File: src/rtl/gate_bist_pkg.sv
// Shared types and constants for the gate-unit BIST controller.
// Holds the FSM state enum, gate_y bit indices and NUM_GATES.
package gate_bist_pkg;

  localparam int NUM_GATES = 7;

  localparam int IDX_AND  = 0;
  localparam int IDX_NAND = 1;
  localparam int IDX_OR   = 2;
  localparam int IDX_NOR  = 3;
  localparam int IDX_NOT  = 4;
  localparam int IDX_XOR  = 5;
  localparam int IDX_XNOR = 6;

  typedef enum logic [1:0] {
    IDLE,
    SETTLE,
    SAMPLE,
    DONE
  } state_t;

endpackage

File: src/rtl/gate_bist_if.sv
// Bundle between the BIST controller and its tester / gate unit.
// slave: controller side; master: stimulus / gate-unit side.
// GATE_BIST_ERRLOG_EN adds first_fail_valid / first_fail_idx.
interface gate_bist_if;
  import gate_bist_pkg::*;

  logic                 start;
  logic                 gate_a;
  logic                 gate_b;
  logic [NUM_GATES-1:0] gate_y;
  logic                 busy;
  logic                 done;
  logic                 pass;
  logic [NUM_GATES-1:0] fail_vec;
`ifdef GATE_BIST_ERRLOG_EN
  logic                 first_fail_valid;
  logic [1:0]           first_fail_idx;

  modport slave (
    input  start, gate_y,
    output gate_a, gate_b, busy, done,
    output pass, fail_vec,
    output first_fail_valid, first_fail_idx
  );
  modport master (
    output start, gate_y,
    input  gate_a, gate_b, busy, done,
    input  pass, fail_vec,
    input  first_fail_valid, first_fail_idx
  );
`else
  modport slave (
    input  start, gate_y,
    output gate_a, gate_b, busy, done,
    output pass, fail_vec
  );
  modport master (
    output start, gate_y,
    input  gate_a, gate_b, busy, done,
    input  pass, fail_vec
  );
`endif

endinterface

File: src/rtl/gate_golden.sv
// Combinational reference truth table of the seven-gate unit.
// Ports: i_a, i_b in; o_y expected results (gate_y bit order).
module gate_golden
  import gate_bist_pkg::*;
(
  input  logic                 i_a,
  input  logic                 i_b,
  output logic [NUM_GATES-1:0] o_y
);

  always_comb begin
    o_y           = '0;
    o_y[IDX_AND]  = i_a & i_b;
    o_y[IDX_NAND] = ~(i_a & i_b);
    o_y[IDX_OR]   = i_a | i_b;
    o_y[IDX_NOR]  = ~(i_a | i_b);
    o_y[IDX_NOT]  = ~i_a;
    o_y[IDX_XOR]  = i_a ^ i_b;
    o_y[IDX_XNOR] = ~(i_a ^ i_b);
  end

endmodule

File: src/rtl/gate_bist_ctrl.sv
// Truth-table sweep BIST for a seven-gate logic unit.
// Ports: clk, rst_n (async low), bus (gate_bist_if.slave):
//   start in, gate_a/gate_b out, gate_y in, busy/done/pass/
//   fail_vec out. Optional GATE_BIST_ERRLOG_EN adds
//   first_fail_valid / first_fail_idx.
module gate_bist_ctrl
  import gate_bist_pkg::*;
#(
  parameter int SETTLE_CYC = 2
) (
  input logic     clk,
  input logic     rst_n,
  gate_bist_if.slave bus
);

  state_t               r_state;
  state_t               w_next;
  logic [1:0]           r_vec;
  logic [3:0]           r_cnt;
  logic [NUM_GATES-1:0] r_fail;
  logic                 r_pass;
  logic [NUM_GATES-1:0] w_exp;
  logic [NUM_GATES-1:0] w_diff;
  logic                 w_cnt_end;
  logic                 w_last;

  gate_golden u_golden (
    .i_a (r_vec[1]),
    .i_b (r_vec[0]),
    .o_y (w_exp)
  );

  assign w_diff    = bus.gate_y ^ w_exp;
  assign w_cnt_end = (r_cnt == 4'(SETTLE_CYC - 1));
  assign w_last    = (r_vec == 2'd3);

  always_ff @(posedge clk or negedge rst_n) begin
    if (!rst_n) r_state <= IDLE;
    else        r_state <= w_next;
  end

  always_comb begin
    w_next = r_state;
    unique case (r_state)
      IDLE:   if (bus.start) w_next = SETTLE;
      SETTLE: if (w_cnt_end) w_next = SAMPLE;
      SAMPLE: w_next = w_last ? DONE : SETTLE;
      DONE:   w_next = IDLE;
      default: w_next = IDLE;
    endcase
  end

  always_ff @(posedge clk or negedge rst_n) begin
    if (!rst_n) begin
      r_vec  <= '0;
      r_cnt  <= '0;
      r_fail <= '0;
      r_pass <= 1'b0;
    end else begin
      unique case (r_state)
        IDLE: begin
          if (bus.start) begin
            r_vec  <= '0;
            r_cnt  <= '0;
            r_fail <= '0;
            r_pass <= 1'b0;
          end
        end
        SETTLE: begin
          r_cnt <= w_cnt_end ? 4'd0 : r_cnt + 4'd1;
        end
        SAMPLE: begin
          r_fail <= r_fail | w_diff;
          // pass must already be valid in the DONE cycle
          if (w_last)
            r_pass <= ((r_fail | w_diff) == '0);
          else
            r_vec <= r_vec + 2'd1;
        end
        default: ;
      endcase
    end
  end

`ifdef GATE_BIST_ERRLOG_EN
  logic       r_ff_valid;
  logic [1:0] r_ff_idx;

  always_ff @(posedge clk or negedge rst_n) begin
    if (!rst_n) begin
      r_ff_valid <= 1'b0;
      r_ff_idx   <= '0;
    end else if (r_state == IDLE && bus.start) begin
      r_ff_valid <= 1'b0;
      r_ff_idx   <= '0;
    end else if (r_state == SAMPLE &&
                 |w_diff && !r_ff_valid) begin
      r_ff_valid <= 1'b1;
      r_ff_idx   <= r_vec;
    end
  end

  assign bus.first_fail_valid = r_ff_valid;
  assign bus.first_fail_idx   = r_ff_idx;
`endif

  // Decoded from state so async reset clears them at once
  always_comb begin
    bus.busy   = 1'b0;
    bus.done   = 1'b0;
    bus.gate_a = 1'b0;
    bus.gate_b = 1'b0;
    unique case (1'b1)
      (r_state == SETTLE),
      (r_state == SAMPLE): begin
        bus.busy   = 1'b1;
        bus.gate_a = r_vec[1];
        bus.gate_b = r_vec[0];
      end
      (r_state == DONE): bus.done = 1'b1;
      default: ;
    endcase
  end

  assign bus.pass     = r_pass;
  assign bus.fail_vec = r_fail;

endmodule

File: src/flat_wrapper.sv
// flat-port wrapper written by rule: the top's interface ports become plain ports
module gate_bist_ctrl_flat import gate_bist_pkg::*;
#(
  parameter int SETTLE_CYC = 2
)
  (clk, rst_n, bus_start, bus_gate_y, bus_gate_a, bus_gate_b, bus_busy, bus_done, bus_pass, bus_fail_vec);
  gate_bist_if bus_i ();
  input logic clk;
  input logic rst_n;
  input wire logic [$bits(bus_i.start)-1:0] bus_start;
  input wire logic [$bits(bus_i.gate_y)-1:0] bus_gate_y;
  output wire logic [$bits(bus_i.gate_a)-1:0] bus_gate_a;
  output wire logic [$bits(bus_i.gate_b)-1:0] bus_gate_b;
  output wire logic [$bits(bus_i.busy)-1:0] bus_busy;
  output wire logic [$bits(bus_i.done)-1:0] bus_done;
  output wire logic [$bits(bus_i.pass)-1:0] bus_pass;
  output wire logic [$bits(bus_i.fail_vec)-1:0] bus_fail_vec;
  assign bus_i.start = bus_start;
  assign bus_i.gate_y = bus_gate_y;
  assign bus_gate_a = bus_i.gate_a;
  assign bus_gate_b = bus_i.gate_b;
  assign bus_busy = bus_i.busy;
  assign bus_done = bus_i.done;
  assign bus_pass = bus_i.pass;
  assign bus_fail_vec = bus_i.fail_vec;
  gate_bist_ctrl #(.SETTLE_CYC(SETTLE_CYC)) u_core (.clk(clk), .rst_n(rst_n), .bus(bus_i));
endmodule
File: config.mk
export PLATFORM = sky130hd
export DESIGN_NAME = gate_bist_ctrl_flat
export DESIGN_NICKNAME = d
export VERILOG_FILES = /design/src/rtl/gate_bist_pkg.sv /design/src/rtl/gate_bist_if.sv /design/src/rtl/gate_golden.sv /design/src/rtl/gate_bist_ctrl.sv /design/src/flat_wrapper.sv
export SDC_FILE = /design/constraint.sdc
export NUM_CORES = 1
export LEC_CHECK = 0
export CAP_MARGIN = 30
export CORE_ASPECT_RATIO = 0.8
export CORE_UTILIZATION = 47
export CTS_BUF_LIST = sky130_fd_sc_hd__clkbuf_4 sky130_fd_sc_hd__clkbuf_8
export CTS_CLUSTER_SIZE = 12
export DETAILED_ROUTE_END_ITERATION = 8
export GPL_TIMING_DRIVEN = 0
export PLACE_DENSITY = 0.75
export REMOVE_ABC_BUFFERS = 1
export SYNTH_ARGS = -nofsm -noshare
export SYNTH_HDL_FRONTEND = slang
export SYNTH_SLANG_ARGS = --single-unit
File: constraint.sdc
create_clock -name clk -period 4 [get_ports clk]
set_clock_uncertainty 0.05 [all_clocks]
set_input_delay 0.8 -clock clk [delete_from_list [all_inputs] [get_ports clk]]
set_output_delay 0.8 -clock clk [all_outputs]
set_load 0.02 [all_outputs]
=== Yosys cells after proc, flatten, opt, wreduce, memory -nomap -nowiden ===
Cells that the tools add are included.

* Register bits: 16
* Input port bits: 10
* Logic and storage cells: 54

* $add $sub $neg: 2
* Eq/ne operators: 9
* Mux-type cells: 19
* Bitwise logic cells: 9
* Reduce and logical (&&, ||, !) cells: 10

{| class="wikitable"
|+ Operators by type and width
! kind !! count
|-
| $pmux 7 s2 || 1
|-
| $mux 2 || 5
|-
| $mux 4 || 2
|-
| $pmux 2 s4 || 1
|-
| $pmux 4 s2 || 1
|-
| $logic_not 7->1 || 1
|-
| $mux 7 || 1
|-
| $or 7x7->7 || 1
|-
| $xor 7x7->7 || 1
|-
| $eq 2x2->1 const B || 3
|-
| $mux 1 || 6
|-
| $reduce_and 2->1 || 3
|-
| $reduce_and 3->1 || 2
|-
| $add 4x1->4 const B || 1
|-
| $eq 4x1->1 const B || 1
|-
| $ne 2x1->1 const B || 2
|-
| $ne 2x2->1 const B || 2
|-
| $not 1->1 || 4
|-
| $pmux 2 s2 || 1
|-
| $reduce_bool 2->1 || 2
|-
| $add 2x1->2 const B || 1
|-
| $eq 2x1->1 const B || 1
|-
| $logic_not 2->1 || 1
|-
| $pmux 1 s2 || 1
|-
| other kinds (4) || 4
|}

=== Depth between registers and ports, before layout ===
* Depth in word-level cells: 7
* Depth in mapped cells: 7

=== Hierarchy ===
A second synthesis with hierarchy kept.

* Cell total of the unflattened synthesis: 109
* Area, all modules: 1031.0 um2

{| class="wikitable"
|+ By module, submodules not included
! module !! times used !! cells an instance !! area an instance (um2) !! seq. area each (um2)
|-
| gate_bist_ctrl || 1 || 100 || 962.2 || 400.4
|-
| gate_golden || 1 || 9 || 68.8 || 0.0
|}

=== Worst setup path after synthesis ===
OpenSTA, ideal clock, no wires.

* Kind: reg2out
* Start: register u_core.r_state[0]
* End: output bus_gate_a
* Arrival time: 1.108 ns
* Slack: 2.042 ns
* Stages on the path, launching flop included: 4
* Buffers on the path: 0
* Cells stage by stage: dfrtp_1 -> inv_1 -> ha_1 -> and2_1

* Longest elaborated chain between the ends: 3
* Elaborated cells on any way between the ends: 4

{| class="wikitable"
|+ Ends and longest elaborated chain
! what !! line !! text
|-
| start: declaration || gate_bist_ctrl.sv:16 || <nowiki>state_t r_state;</nowiki>
|-
| start signal: assignment || gate_bist_ctrl.sv:39 || <nowiki>else r_state <= w_next;</nowiki>
|-
| $eq 2x2->1 / $eq 2x1->1 (equally long branches) || gate_bist_ctrl.sv:115, gate_bist_ctrl.sv:114 ||
|-
| $reduce_or 2->1 (*) || gate_bist_ctrl.sv:113 || <nowiki>unique case (1'b1)</nowiki>
|-
| $mux 1 (*) || gate_bist_ctrl.sv:113 ||
|-
| end: declaration || flat_wrapper.sv:12 || <nowiki>output wire logic [$bits(bus_i.gate_a)-1:0] bus_gate_a;</nowiki>
|}

Mark *: on every way between the ends. The rest lies on a longest branch, timed or not.

=== Worst setup path after layout ===
Same ends and word-level chain as after synthesis.

==> impl_metrics.xml <==
<?xml version="1.0" encoding="UTF-8"?>
<metrics>
  <group name="outcome">
    <metric name="run_status" unit="">finished, final reports clean</metric>
  </group>
  <group name="cells_and_area">
    <metric name="final_nets" unit="">148</metric>
    <metric name="fin_area" unit="mm2">0.00126</metric>
    <metric name="most-common-layout-cells" unit="">sky130_fd_sc_hd__clkdlybuf4s50_1 (21), sky130_fd_sc_hd__a21oi_1 (17), sky130_fd_sc_hd__dfrtp_1 (16)</metric>
    <metric name="areaGrowthSynthToFinish" unit="%">26.6</metric>
    <metric name="ratio_of_cells_with_drive_above_1_in_the_final_layout" unit="%">7.81</metric>
    <metric name="antennaDiodeCount" unit="">0</metric>
    <metric name="n_fill_cell" unit="">159</metric>
    <metric name="commonest_non_fill_non_tap_cell_in_the_layout" unit="">sky130_fd_sc_hd__clkdlybuf4s50_1</metric>
  </group>
  <group name="clocking">
    <metric name="post-cts-setup-buffer-count" unit="">0</metric>
    <metric name="clk_lat_worst_skew" unit="ns">0.29</metric>
    <metric name="clk_pin_slew_worst_paths" unit="ns">0.09</metric>
    <metric name="ctsHtreeMaxLevel" unit="">1</metric>
    <metric name="cts_max_path_buffers" unit="">2</metric>
    <metric name="cts_sinks" unit="">16</metric>
    <metric name="cts_tree" unit="">yes</metric>
    <metric name="tritoncts_buffer_count" unit="">3</metric>
    <metric name="postCtsHoldBufs" unit="">0</metric>
    <metric name="root_buffer" unit="">sky130_fd_sc_hd__clkbuf_4</metric>
    <metric name="post_cts_sizing_count" unit="">0</metric>
  </group>
  <group name="die">
    <metric name="pin_count" unit="">22</metric>
    <metric name="initial_utilization" unit="%">51.6</metric>
    <metric name="core-area" unit="mm2">0.00193</metric>
    <metric name="core.rowCount" unit="">14</metric>
    <metric name="die_height" unit="um">43.1</metric>
    <metric name="die_w" unit="um">53.4</metric>
    <metric name="dieArea" unit="mm2">0.00230</metric>
  </group>
  <group name="setup_path">
    <metric name="critical_path.startpoint" unit="">u_core.r_state[0]</metric>
    <metric name="r2r_cells" unit="">6</metric>
    <metric name="setup.reg_to_reg.worst_slack" unit="ns">1.88</metric>
    <metric name="worstSetupEndpointType" unit="">output port</metric>
    <metric name="setup.worst_path.class" unit="">reg -&gt; out</metric>
    <metric name="endpoint_of_the_worst_slack_reg_to_reg_timing_path" unit="">u_core.bus.pass</metric>
    <metric name="reg2reg_from" unit="">u_core.r_state[0]</metric>
    <metric name="critPathMaxFanout" unit="">5</metric>
    <metric name="setup.worst_path.end" unit="">bus_gate_a</metric>
    <metric name="startpoint_type" unit="">flop</metric>
    <metric name="timing.critical_path.arrival" unit="ns">1.85</metric>
    <metric name="cp_data_required_time" unit="ns">3.15</metric>
  </group>
  <group name="sta">
    <metric name="setup-violations-final" unit="">0</metric>
    <metric name="timing.final.crit_share" unit="%">67.5</metric>
    <metric name="worst_hold_slack" unit="ns">0.494</metric>
    <metric name="maxClockFrequency" unit="MHz">371</metric>
    <metric name="slew-limit-headroom" unit="%">51.9</metric>
    <metric name="min_period" unit="ns">2.70</metric>
    <metric name="setup_ws" unit="ns">1.30</metric>
    <metric name="timing_hold_violations_final" unit="">0</metric>
    <metric name="rsz0062_at_grt" unit="">no</metric>
    <metric name="setup_total_negative_slack" unit="ns">0</metric>
    <metric name="worst_slew_pin_slew" unit="ns">0.719</metric>
    <metric name="timing_max_transition_violations_final" unit="">0</metric>
  </group>
  <group name="yosys">
    <metric name="synthesis.area_per_instance" unit="um2">9.46</metric>
    <metric name="synth_largest_area_cell" unit="">sky130_fd_sc_hd__dfrtp_1</metric>
    <metric name="ys_ff_latch" unit="">16</metric>
    <metric name="synthesis.instances" unit="">105</metric>
    <metric name="yosysWarningCount" unit="">0</metric>
    <metric name="synth_sequential_area_ratio" unit="%">40.3</metric>
    <metric name="synth.top_cells.by_area" unit="">sky130_fd_sc_hd__dfrtp_1 (40%), sky130_fd_sc_hd__ha_1 (11%), sky130_fd_sc_hd__a21oi_1 (8.6%), sky130_fd_sc_hd__xnor2_1 (3.5%), sky130_fd_sc_hd__mux2i_1 (3.0%)</metric>
    <metric name="synth_area" unit="um2">993</metric>
    <metric name="synthDistinctLibCells" unit="">29</metric>
    <metric name="netlist.area_leader.share" unit="%">40.3</metric>
  </group>
  <group name="detailed_routing">
    <metric name="final_antenna_net_count" unit="">0</metric>
    <metric name="via_per_inst" unit="">5.49</metric>
    <metric name="drt_iter0_markers" unit="">30</metric>
    <metric name="detailedRoute.firstPassIterationCount" unit="">4</metric>
    <metric name="count_of_unresolved_drc_violations_after_routing" unit="">0</metric>
    <metric name="routedWlPerCell" unit="um">13.9</metric>
    <metric name="num_vias" unit="">834</metric>
    <metric name="drt_total_wl" unit="um">2120</metric>
  </group>
  <group name="pwr">
    <metric name="p_leak" unit="uW">0.000538</metric>
    <metric name="power_per_cell_area" unit="mW/mm2">762</metric>
    <metric name="worst_ir_drop_vdd" unit="mV">0.401</metric>
  </group>
  <group name="placement">
    <metric name="dp_hpwl" unit="um">1620</metric>
    <metric name="setup_ws_pre_cts" unit="ns">1.63</metric>
    <metric name="port_buffers" unit="">21</metric>
    <metric name="place.gp.congestion" unit="">0.797</metric>
    <metric name="placed_cell_area" unit="mm2">0.00122</metric>
  </group>
  <group name="flow_run">
    <metric name="cap_violations" unit="">0</metric>
  </group>
  <group name="global_route">
    <metric name="maximum_number_of_pins_on_one_net_before_global_route_repair" unit="">17</metric>
    <metric name="grt_antenna_before_repair" unit="">0</metric>
    <metric name="grt_first_pass_wirelength" unit="um">3440</metric>
    <metric name="grtUsageTotal" unit="%">21.7</metric>
    <metric name="first_global_vias" unit="">755</metric>
    <metric name="overflow" unit="">0</metric>
  </group>
  <group name="hold_path">
    <metric name="hp-start" unit="">u_core.r_state[1]</metric>
    <metric name="holdCritPathClass" unit="">reg -&gt; reg</metric>
  </group>
</metrics>
==> report_power, final <==
group          internal [uW]  switching [uW]  leakage (uW)  total [uW]
sequential               213            61.1      0.000211         274
clock                   55.5            52.9     0.0000210         108
combinational            259             317      0.000307         576
==> worst min path at each step <==
stage / slack [ns] / depth (start not counted) / endpoint
5_1_grt: 0.52 / 1 / u_core.r_state[1]
4_1_cts: 0.50 / 1 / u_core.r_state[1]
6_report: 0.49 / 1 / u_core.r_state[1]
3_3_place_gp: 0.46 / 2 / u_core.r_cnt[3]
2_1_floorplan: 0.45 / 0 / u_core.bus.fail_vec[0]
3_5_place_dp: 0.48 / 2 / u_core.r_cnt[3]
==> kinds of logic (layout without fill, tap and decap cells) <==
logic type	after synthesis	in the layout	share of synthesized area, %
fa+ha+maj	9	9	11.3
buf+inv	8	31	3.53
compound gates	32	32	19.1
simple gates	30	30	16.5
xor+xnor	7	7	6.17
mux	3	3	3.02
flops	16	16	40.3
==> stage by stage <==
step           std cells  power, uW  utilization (%)
4_1_cts              152        960             65.3
2_1_floorplan        103        668                -
5_1_grt              152       1030             65.3
6_report             152        958             65.3
3_3_place_gp         148        832             63.4
3_5_place_dp         148        847             63.4
==> critical path: stages (launching register included) <==
cell                              delay [ns]
sky130_fd_sc_hd__dfrtp_1                0.43
sky130_fd_sc_hd__inv_1                  0.09
sky130_fd_sc_hd__ha_1                   0.32
sky130_fd_sc_hd__and2_1                 0.13
sky130_fd_sc_hd__clkdlybuf4s50_1        0.59
==> cell usage after synthesis <==
library cell,instances
sky130_fd_sc_hd__a21oi_1,17
sky130_fd_sc_hd__a21oi_2,1
sky130_fd_sc_hd__a22oi_1,1
sky130_fd_sc_hd__a31oi_1,2
sky130_fd_sc_hd__and2_1,2
sky130_fd_sc_hd__and2_4,1
sky130_fd_sc_hd__buf_2,1
sky130_fd_sc_hd__buf_4,1
sky130_fd_sc_hd__dfrtp_1,16
sky130_fd_sc_hd__ha_1,9
sky130_fd_sc_hd__inv_1,6
sky130_fd_sc_hd__mux2i_1,3
sky130_fd_sc_hd__nand2_1,5
sky130_fd_sc_hd__nand2_2,1
sky130_fd_sc_hd__nand2b_1,3
sky130_fd_sc_hd__nand3_1,2
sky130_fd_sc_hd__nor2_1,8
sky130_fd_sc_hd__nor2b_1,1
sky130_fd_sc_hd__nor3_1,2
sky130_fd_sc_hd__nor4_1,3
sky130_fd_sc_hd__nor4_2,1
sky130_fd_sc_hd__o21ai_0,6
sky130_fd_sc_hd__o22ai_1,2
sky130_fd_sc_hd__o31ai_1,1
sky130_fd_sc_hd__o32a_1,1
sky130_fd_sc_hd__o41ai_2,1
sky130_fd_sc_hd__or3b_4,1
sky130_fd_sc_hd__xnor2_1,4
sky130_fd_sc_hd__xor2_1,3
==> registers in the layout, summed over array words and instances (netlist names) <==
signal               count
u_core.bus.pass          1
u_core.bus.fail_vec      7
u_core.r_cnt             4
u_core.r_state           2
u_core.r_vec             2
==> final cells by class <==
type | instances | area [um2] | share of cell area (%)
multi-input cells | 81 | 558 | 44.4
flip-flops and latches | 16 | 400 | 31.8
repair buffers | 21 | 210 | 16.7
clock buffers | 4 | 36.3 | 2.89
well taps | 24 | 30.0 | 2.39
inverters | 6 | 22.5 | 1.79
==> per-layer routing <==
| layer | global-route usage, % | vias to the layer above | share of wire (%) |
|---|---|---|---|
| li1 | - | 421 | - |
| met1 | 29.4 | 385 | 50 |
| met2 | 32.8 | 26 | 44 |
| met3 | 7.89 | 2 | 5.3 |
| met4 | 4.74 | 0 | 0.61 |
| met5 | 0 | - | 0 |
(Power assumes the default switching activity.)
==> variant 1: new RTL, same flow settings <==
`NUM_GATES`: 7 -> 14.
--- a/src/rtl/gate_bist_pkg.sv
+++ b/src/rtl/gate_bist_pkg.sv
@@ -2,7 +2,7 @@
 // Holds the FSM state enum, gate_y bit indices and NUM_GATES.
 package gate_bist_pkg;
 
-  localparam int NUM_GATES = 7;
+  localparam int NUM_GATES = 14;
 
   localparam int IDX_AND  = 0;
   localparam int IDX_NAND = 1;
Ports: changed (resized bus_fail_vec and bus_gate_y); port bits go from 22 to 36. No check against the original RTL was run, so the function may have changed too.
==> variant 1 against the unedited design <==
Design area rose by 40%; total power rose by 29%; sequential cell count up 7; die area grew 33%; area after synthesis is 35% higher; setup slack worse by 41 ps; global-route usage increased by 1.8 points; wire length up 46%; critical path type unchanged; largest power group unchanged.
==> variant 1: results (changes against the unedited design) <==
- Critical-path top delay cell: clkdlybuf4s50_1
- All-Layer GR Usage: 23.5% (+1.8 points)
- Leakage: 0.736 nW (+37%)
- RR Endpoint: u_core.bus.pass$_DFFE_PN0P_
- Hold Path Origin: u_core.r_cnt[3]$_DFFE_PN0P_
- CTS H-tree lvls: 1 (unchanged)
- Inserted Diodes: 0 (unchanged)
- First-pass GRT wire length: 5420 microns (+58%)
- Pin count of the biggest net entering global routing: 22 (+5)
- Distinct cells, synth: 34 (+17%)
- Hold Path Depth: 1 (unchanged)
- Initial antenna violation count: 0 (unchanged)
- Status: complete, no violations
- Final GP Congestion: 0.811 (+1.8%)
- Fill cells: 244 (+53%)
- I/O Buffers: 35 (+67%)
- Critical path startpoint: u_core.r_state[1]$_DFFE_PN0P_
- Iter 0 DRT Violations: 58 (+93%)
- Synth area leaders: dfrtp_1 (43%), a21oi_1 (12%), ha_1 (7.5%), nor2_1 (5.6%), nand2_1 (2.8%)
- Post-synth top cells: a21oi_1 (31), dfrtp_1 (23), nor2_1 (20)
- Max FO, Critical Path: 5 (unchanged)
- Clock root buffer master: clkbuf_4
- Ys async rst share: 100% (unchanged)
- Hold Path Class: reg2reg
- Hold EP: u_core.r_cnt[3]$_DFFE_PN0P_
- CTS resizes: 0 (unchanged)
- Worst Tran Pin Value: 745 ps (+26.3 ps)
- First-pass DRT Iterations: 4 (unchanged)
- Final nets: 210 (+42%)
- Clock Latency Late Sink: 320 ps (+30 ps)
- Share of layout cells above drive strength 1: 5.43% (-2.4 points)
- Number of flip-flops in the largest register: 14 (+7)
- DR vias/cell: 5.48 (-0.17%)
- Fin. max-slew vios: 0 (unchanged)
- Number of global-route vias before repair: 1214 (+61%)
- Critical Path Source Type: flip-flop
- CTS clk-pin slew, worst paths: 130 ps (+40 ps)
- Wirelength per Cell: 14.1 microns (+0.93%)
- Critical path endpoint: bus_gate_a
- Max Buffers Root-to-Sink: 2 (unchanged)
- Setup Fix Bufs, Post-CTS: 0 (unchanged)
- Max-cap violations: 0 (unchanged)
- Register area share after synthesis: 43.0% (+2.6 points)
- CP peak stage delay: 590 ps (about the same)
- Reg2Reg Setup Slack: 1790 ps (-90 ps)
- Cell family with most CP delay: buffers and inverters
- Maximum vdd drop: 373 uV (-7.0%)
- Hpwl dp: 2310 microns (+43%)
- Worst r2r src: u_core.r_state[0]$_DFFE_PN0P_
- CTS Buf Count: 3 (unchanged)
- R2R depth: 6 (unchanged)
[variant 1: power breakdown]
group | switching (mW) | total, mW | internal, mW | leakage (nW)
registers | 0.0807 | 0.388 | 0.307 | 0.303
logic | 0.406 | 0.737 | 0.331 | 0.419
clock network | 0.0746 | 0.113 | 0.0383 | 0.0139
[variant 1: cell families after synthesis]
| family | count (synthesis) | synth area share [%] |
|---|---|---|
| flip-flops | 23 | 43.0 |
| buffers and inverters | 13 | 4.48 |
| adder cells (fa/ha/maj) | 8 | 7.47 |
| AND/OR/NAND/NOR | 51 | 19.0 |
| XOR/XNOR | 7 | 4.58 |
| multiplexers | 3 | 2.24 |
| AO/OA/AOI/OAI | 46 | 19.3 |
[variant 1: cell type report]
cell class / instances / area share, %
clock buffers: 3 / 1.28
clock inverters: 1 / 0.428
inverters: 6 / 1.28
multi-input cells: 115 / 40.1
flip-flops and latches: 23 / 32.8
well taps: 36 / 2.57
repair buffers: 36 / 21.5
[variant 1: routing by layer]
metal,track usage (%),vias up,share of wire (%)
li1,-,588,-
met1,32.6,576,48
met2,38.4,38,47
met3,4.99,3,5.3
met4,3.33,0,0.36
met5,0,-,0
[variant 1: stage by stage]
| step | setup WS [ps] | instances | area (sq um) | hold slack, ps | util [%] |
|---|---|---|---|---|---|
| 6_report | 1260 | 220 | 1760 | 440 | 68.5 |
| 5_1_grt | 1120 | 220 | 1760 | 476 | 68.5 |
| 4_1_cts | 1230 | 220 | 1760 | 445 | 68.5 |
| 3_5_place_dp | 1590 | 216 | 1730 | 420 | 67.3 |
| 3_3_place_gp | 1630 | 215 | 1700 | 415 | 66.3 |
| 2_1_floorplan | 2040 | 144 | 1300 | 394 | - |
==> variant 2: new RTL, same flow settings <==
Without the edit above. Re-encode `state_t` (4 states) as Gray code, 2 bits wide.
--- a/src/rtl/gate_bist_pkg.sv
+++ b/src/rtl/gate_bist_pkg.sv
@@ -13,10 +13,10 @@
   localparam int IDX_XNOR = 6;
 
   typedef enum logic [1:0] {
-    IDLE,
-    SETTLE,
-    SAMPLE,
-    DONE
+    IDLE   = 2'b00,
+    SETTLE = 2'b01,
+    SAMPLE = 2'b11,
+    DONE   = 2'b10
   } state_t;
 
 endpackage
Behaviour: no difference found for any inputs over 10 cycles, from zero or initial values and one cycle with rst_n low; not proved beyond that.
==> variant 2 against the unedited design <==
Via count is 8.8% lower; first-iteration DRC count down 43%; count of clock-buffer cells in the layout is the same; wire length is 7.4% lower; total power decreased by 4.9%; sequential cell count did not move; setup slack got worse by 90 ps; hold slack improved by 3.7 ps; area after synthesis shrank 8.3%; design area down 7.9%; die area down 8.0%; largest cell class unchanged; highest routed layer unchanged.
==> variant 2: results (changes against the unedited design) <==
- Hold EP: u_core.bus.pass$_DFFE_PN0P_
- Worst Tran Pin Value: 732 ps (+13.0 ps)
- Non-clock buffer share: 18.1% (+1.4 points)
- CP arrival: 1940 ps (+90 ps)
- Hold Path Depth: 2 (+1)
- Register area share after synthesis: 44.0% (+3.7 points)
- CP peak stage delay: 790 ps (+200 ps)
- Clk cell area share: 3.13% (+0.25 points)
- Final nets: 138 (-6.8%)
- Share of layout cells above drive strength 1: 4.92% (-2.9 points)
- Cell family with most CP delay: flip-flops
- Worst r2r src: u_core.r_vec[1]$_DFFE_PN0P_
- Synth area leaders: dfrtp_1 (44%), a21oi_1 (9.3%), ha_1 (6.9%), nor2_1 (4.1%), xnor2_1 (3.8%)
- All-Layer GR Usage: 21.8% (+0.11 points)
- Hold Path Origin: u_core.bus.pass$_DFFE_PN0P_
- Internal power: 513 uW (-2.8%)
- Status: complete, no violations
- Leakage: 0.486 nW (-9.7%)
- Adder-cell share of the synthesized area: 6.87% (-4.5 points)
- Hpwl dp: 1390 microns (-14%)
- DR WL met3: 86 microns (-24%)
- Iter 0 DRT Violations: 17 (-43%)
- Footprint of the multi-input gates: 462 sq um (-17%)
- Pin count of the biggest net entering global routing: 23 (+6)
- Post-synth top cells: a21oi_1 (17), dfrtp_1 (16), nor2_1 (10)
- Xor/xnor share of the synthesized area: 6.73% (+0.56 points)
- Multi-input gates: 75 (-7.4%)
- Synth Area in Compound Gates: 16.3% (-2.8 points)
- Reg2Reg Setup Slack: 2240 ps (+360 ps)
- WL met2: 909 microns (-3.0%)
- Critical-path top delay cell: dfrtp_1
- First-pass GRT wire length: 3240 microns (-5.6%)
[variant 2: through the flow]
step	instances	total power [mW]	utilization (%)	setup slack [ps]	area, sq um
2_1_floorplan	97	0.618	-	2110	885
3_3_place_gp	140	0.786	65.1	1560	1120
3_5_place_dp	140	0.803	65.1	1570	1120
4_1_cts	144	0.917	67.2	1230	1160
5_1_grt	144	0.983	67.2	1160	1160
6_report	144	0.911	67.2	1210	1160
[variant 2: worst register-to-register path, cell delays in order (launching register included)]
cell and delay, ps:
dfrtp_1 470, inv_1 70, ha_1 360, xor2_1 210
nor4_1 330, nand4_1 120, o21ai_0 80
[variant 2: metal layers]
layer  vias up  track usage (%)
li1        386                -
met1       355             28.2
met2        18             36.5
met3         2             6.52
met4         0             6.08
met5         -                0
[variant 2: power by group through the flow]
stage                     combinational, mW  clock [mW]  sequential, mW
after floorplan                       0.258           0           0.361
after global placement                0.449           0           0.337
after detailed placement              0.463           0           0.340
after CTS                             0.467       0.112           0.338
after global routing                  0.512       0.119           0.352
final                                 0.462       0.110           0.339
